==> src/rtl/spi_mem_bridge.sv <==
// rtl/spi_mem_bridge.sv - Core load/store port bridged to a serial SRAM over SPI mode 0
module spi_mem_bridge #(
  parameter int ADDR_BYTES = 3,
  parameter int CLK_DIV    = 1
) (
  input  logic        clk,
  input  logic        rst_n,
  input  logic        memory_read,
  input  logic        memory_write,
  input  logic [2:0]  option,
  input  logic [31:0] address,
  input  logic [31:0] write_data,
  output logic [31:0] read_data,
  output logic        memory_response,
  output logic        busy,
  output logic        spi_cs_n,
  output logic        spi_sck,
  output logic        spi_mosi,
  input  logic        spi_miso
);

  localparam int         HDR_BITS = 8 + 8 * ADDR_BYTES;
  localparam logic [7:0] DIV_LAST = 8'(CLK_DIV - 1);

  typedef enum logic [2:0] {S_IDLE, S_CMD, S_ADDR, S_DATA, S_DONE} state_t;

  state_t      state_q;
  logic [63:0] sh_q;        // outgoing frame, MSB is the bit currently on MOSI
  logic [31:0] rx_q;        // incoming data bits, first received bit ends up highest
  logic [7:0]  div_q;       // clk cycles spent in the current SCK half-period
  logic [6:0]  bit_q;       // bits fully clocked out so far
  logic [6:0]  bits_q;      // total bits in this frame
  logic [2:0]  opt_q;
  logic        load_q;
  logic [31:0] read_data_q;
  logic        resp_q;
  logic        busy_q;
  logic        cs_n_q;
  logic        sck_q;

  logic [31:0] addr_al;
  logic [31:0] wswap;
  logic [63:0] frame_d;
  logic [6:0]  bits_d;
  logic [15:0] half_le;
  logic [31:0] rdata_d;
  logic        sx;

  // Build the frame to launch at accept and the load result to commit at the end
  always_comb begin
    addr_al = address << (32 - 8 * ADDR_BYTES);
    wswap   = {write_data[7:0], write_data[15:8], write_data[23:16], write_data[31:24]};
    frame_d = '0;
    frame_d[63:56] = memory_write ? 8'h02 : 8'h03;
    frame_d[55:24] = addr_al;
    // Data bytes follow the address; lower address bits in addr_al are zero, so overwrite is safe
    frame_d[55-8*ADDR_BYTES -: 32] = memory_write ? wswap : 32'h0;
    case (option[1:0])
      2'b00:   bits_d = 7'(HDR_BITS + 8);
      2'b01:   bits_d = 7'(HDR_BITS + 16);
      default: bits_d = 7'(HDR_BITS + 32);
    endcase
    // Last byte received is the most significant, so rx_q[7] is the sign bit for LB and LH
    sx      = ~opt_q[2] & rx_q[7];
    half_le = {rx_q[7:0], rx_q[15:8]};
    case (opt_q[1:0])
      2'b00:   rdata_d = {{24{sx}}, rx_q[7:0]};
      2'b01:   rdata_d = {{16{sx}}, half_le};
      default: rdata_d = {rx_q[7:0], rx_q[15:8], rx_q[23:16], rx_q[31:24]};
    endcase
  end

  // Transaction FSM: accept, shift the frame out on SCK falls, sample MISO on SCK rises
  always_ff @(posedge clk or negedge rst_n) begin
    if (!rst_n) begin
      state_q     <= S_IDLE;
      sh_q        <= '0;
      rx_q        <= '0;
      div_q       <= '0;
      bit_q       <= '0;
      bits_q      <= '0;
      opt_q       <= '0;
      load_q      <= 1'b0;
      read_data_q <= '0;
      resp_q      <= 1'b0;
      busy_q      <= 1'b0;
      cs_n_q      <= 1'b1;
      sck_q       <= 1'b0;
    end else begin
      resp_q <= 1'b0;
      case (state_q)
        S_IDLE: begin
          if (memory_read || memory_write) begin
            state_q <= S_CMD;
            sh_q    <= frame_d;
            bits_q  <= bits_d;
            opt_q   <= option;
            load_q  <= ~memory_write;
            bit_q   <= '0;
            div_q   <= '0;
            sck_q   <= 1'b0;
            cs_n_q  <= 1'b0;
            busy_q  <= 1'b1;
          end
        end
        S_CMD, S_ADDR, S_DATA: begin
          if (div_q == DIV_LAST) begin
            div_q <= '0;
            sck_q <= ~sck_q;
            if (!sck_q) begin
              if (state_q == S_DATA) rx_q <= {rx_q[30:0], spi_miso};
            end else begin
              sh_q  <= {sh_q[62:0], 1'b0};
              bit_q <= bit_q + 7'd1;
              if (bit_q == bits_q - 7'd1) begin
                state_q <= S_DONE;
                sh_q    <= '0;
                cs_n_q  <= 1'b1;
                resp_q  <= 1'b1;
                if (load_q) read_data_q <= rdata_d;
              end else if (bit_q == 7'd7) begin
                state_q <= S_ADDR;
              end else if (bit_q == 7'(HDR_BITS - 1)) begin
                state_q <= S_DATA;
              end
            end
          end else begin
            div_q <= div_q + 8'd1;
          end
        end
        S_DONE: begin
          state_q <= S_IDLE;
          busy_q  <= 1'b0;
        end
        default: state_q <= S_IDLE;
      endcase
    end
  end

  assign read_data       = read_data_q;
  assign memory_response = resp_q;
  assign busy            = busy_q;
  assign spi_cs_n        = cs_n_q;
  assign spi_sck         = sck_q;
  assign spi_mosi        = sh_q[63];

endmodule

==> config.mk <==
export PLATFORM = sky130hd
export DESIGN_NAME = spi_mem_bridge
export DESIGN_NICKNAME = d
export VERILOG_FILES = /design/src/rtl/spi_mem_bridge.sv
export SDC_FILE = /design/constraint.sdc
export NUM_CORES = 1
export LEC_CHECK = 0
export CAP_MARGIN = 20
export CORE_MARGIN = 2
export CORE_UTILIZATION = 50
export DETAILED_ROUTE_END_ITERATION = 10
export PLACE_DENSITY = 0.78
export SLEW_MARGIN = 20
export SYNTH_ARGS = -nofsm -noshare
export SYNTH_HDL_FRONTEND = slang
export SYNTH_SLANG_ARGS = --single-unit
==> constraint.sdc <==
create_clock -name clk -period 3.9 [get_ports clk]
set_clock_uncertainty 0.05 [all_clocks]
set_input_delay 0.39 -clock clk [delete_from_list [all_inputs] [get_ports clk]]
set_output_delay 0.39 -clock clk [all_outputs]
set_load 0.03 [all_outputs]
==> run summary <==
All-Layer GR Usage = 20.4%
IO Count = 109
DRT Pass-1 Iters = 5
mean post-synth cell area = 10.4 sq um
WS Path Type = reg -> reg
Post-synth EDFFs = 0
cell area after synthesis = 7290 sq um
R2R Setup Slk = 1.10 ns
largest net degree at the start of global routing = 100
setup TNS = 0 ns
dpl cells = 946
Synth Area in Compound Gates = 17.1%
setup violators final = 0
die area = 15600 sq um
Site Rows = 44
Clk pwr share = 25.8%
initial antenna violation count = 0
worst vdd rail ir drop = 0.377 mV
CP Data Arrival Time = 3.05 ns
routability cong. = 0.859
first-pass GRT wire length = 26200 um
Post-Syn Instances = 704
fin cells = 976
Sequential Power Share = 39.0%
cells resized by post-CTS repair = 0
Worst-path clk slew = 0.06 ns
setup slack after layout = 1.10 ns
gr ovfl total = 0
final-report hold violation count = 0
Sw Ratio = 36.1%
latest clock arrival within the worst-skew pair = 0.41 ns
drt initial violations = 443
Longest Clk Path Bufs = 2
Critical Path Fanout Max = 47
slowest CP cell = or4b_1
Area Growth Syn to Fin = 22.9%
Slew HR = 40.6%
Combinational Power Share = 35.1%
XOR/XNOR share of the synthesized area = 1.77%
Final Util = 62.4%
CTS tree = yes
sw power = 2.19 mW
core footprint = 14400 sq um
RR Endpoint = sh_q[22]
Worst EP required = 4.14 ns
RSZ-0062 raised after global routing = no
multiplexer area fraction after synthesis = 6.04%
Initial Utilization = 50.8%
synth unique cells = 50
fmax = 0.357 GHz
sequential share of the synthesized area = 54.2%
Hold-fix buffers, CTS = 0
Total Wirelength = 15400 um
CTS sink count = 158
P_int = 3.88 mW
worst flop-to-flop path startpoint = div_q[0]
total CTS buffers = 17
Leakage = 3.75 nW
highest-count cells in the layout ignoring fill and taps = dfrtp_1, nand2_1, clkdlybuf4s50_1
simple-gate portion of the synthesized area = 16.4%
Post-synth ARST share = 100%
DIE HEIGHT = 125 um
CP startpoint kind = flip-flop
most common cell after layout, fill and taps aside = dfrtp_1
Die W = 125 um
Post-CTS Setup Inserts = 0
Final HPWL DP = 10200 um
measured slew at the worst slew-check pin = 0.891 ns
crit end category = flip-flop
Tmin final = 2.80 ns
Via density = 5.65
YS warnings = 0
CP delay by family, top = simple AND/OR/NAND/NOR gates
final net count = 857
power consumption = 6.08 mW
crit share post-route = 71.9%
Max Cap Viol = 0
Antenna Nets Post-Route = 0
wire per inst = 15.7 um
pwr/cell area = 678 nW/um^2
Vias = 5518
number of remaining DRC errors = 0
number of port buffers = 100
syn_nets = 780
largest family of logic cells by synthesized area = compound AO/OA/AOI/OAI gates
Setup Slack @ Placement = 1.04 ns
Yosys reg bits = 158
clock root buffer = clkbuf_16
status = finished, final reports clean
cell breakdown of the critical path = inv_1, ha_1, or4b_1, o21a_1, or2_4, buf_12, a221oi_2, nor2_1
worst-case reg-to-reg path depth = 8
Largest stage delay, worst path = 0.60 ns
Fill cells = 1120
layout cells sized above 1 = 14.8%
Antenna diodes = 0
hold crit path type = in -> async
ys flop type = dfrtp_1
number of global-route vias before repair = 5453
Crit path depth = 8
Post-Synth Adder-Cell Area = 0.686%
htree depth = 4
Buf/Inv on CP = 2
Slew Viols, Final = 0
kinds of logic after synthesis:
group	after synthesis
buf+inv	58
simple gates	271
flops	158
compound gates	160
xor+xnor	13
fa+ha+maj	4
mux	40
worst max-delay path by stage:
stage | from | slack [ns] | end
after floorplan | bits_q[3] | 1.55 | sh_q[10]
after global placement | memory_write | 1.13 | sh_q[43]
after detailed placement | memory_write | 1.04 | sh_q[22]
after CTS | div_q[0] | 1.09 | sh_q[22]
after global routing | div_q[0] | 0.94 | sh_q[22]
final | div_q[0] | 1.10 | sh_q[22]
synthesized netlist by cell type, types with 8 or more instances:
master / count / area, sq um
nand2_1: 115 / 432
o211ai_1: 25 / 188
nor2_1: 89 / 334
o21ai_0: 36 / 180
dfrtp_1: 157 / 3930
mux2i_1: 8 / 80.1
clkbuf_1: 28 / 105
nand3_1: 32 / 160
xnor2_1: 9 / 78.8
mux2_2: 32 / 360
o21ai_1: 15 / 75.1
buf_2: 18 / 90.1
a21oi_1: 33 / 165
a221oi_2: 31 / 465
per-stage QoR:
step           area (sq um)  hold WS (ns)
2_1_floorplan          7290        0.0444
5_1_grt                8970         0.107
3_5_place_dp           8400         0.410
3_3_place_gp           8400         0.401
6_report               8970        0.0259
4_1_cts                8970        0.0637
routing by layer:
layer	GRT usage, %	share of wire, %
met4	4.89	0.77
met2	33.5	49
met1	27.0	44
met5	0	0
met3	5.67	5.6
state kept, by name, indices dropped and copies added (netlist names):
signal and cells:
bit_q 7, bits_q 4, busy 1, div_q 8, load_q 1, memory_response 1
opt_q 3, read_data 32, rx_q 32, sh_q 64, spi_cs_n 1, spi_sck 1
state_q 3
cell type report:
| type | count | area [sq um] | share of cell area [%] |
|---|---|---|---|
| clock buffer | 24 | 512 | 5.71 |
| clock inverter | 6 | 57.6 | 0.642 |
| inverter | 6 | 22.5 | 0.251 |
| multi-input combinational | 488 | 3090 | 34.4 |
| sequential | 158 | 3960 | 44.1 |
| tap | 184 | 230 | 2.57 |
| timing repair buffer | 110 | 1100 | 12.3 |
power by group through the flow:
stage	Combinational (mW)	Sequential, mW	Clock (mW)
after CTS	2.15	2.37	1.61
after global routing	2.36	2.41	1.69
after global placement	2.06	2.36	0
final	2.14	2.37	1.57
after detailed placement	2.15	2.38	0
after floorplan	1.74	2.30	0
worst reg2reg max path: stages (launching register included):
cell	delay, ns
dfrtp_1	0.41
inv_1	0.07
ha_1	0.14
or4b_1	0.60
o21a_1	0.35
or2_4	0.47
buf_12	0.28
a221oi_2	0.22
nor2_1	0.09
Power figures use the tool's default switching activity.
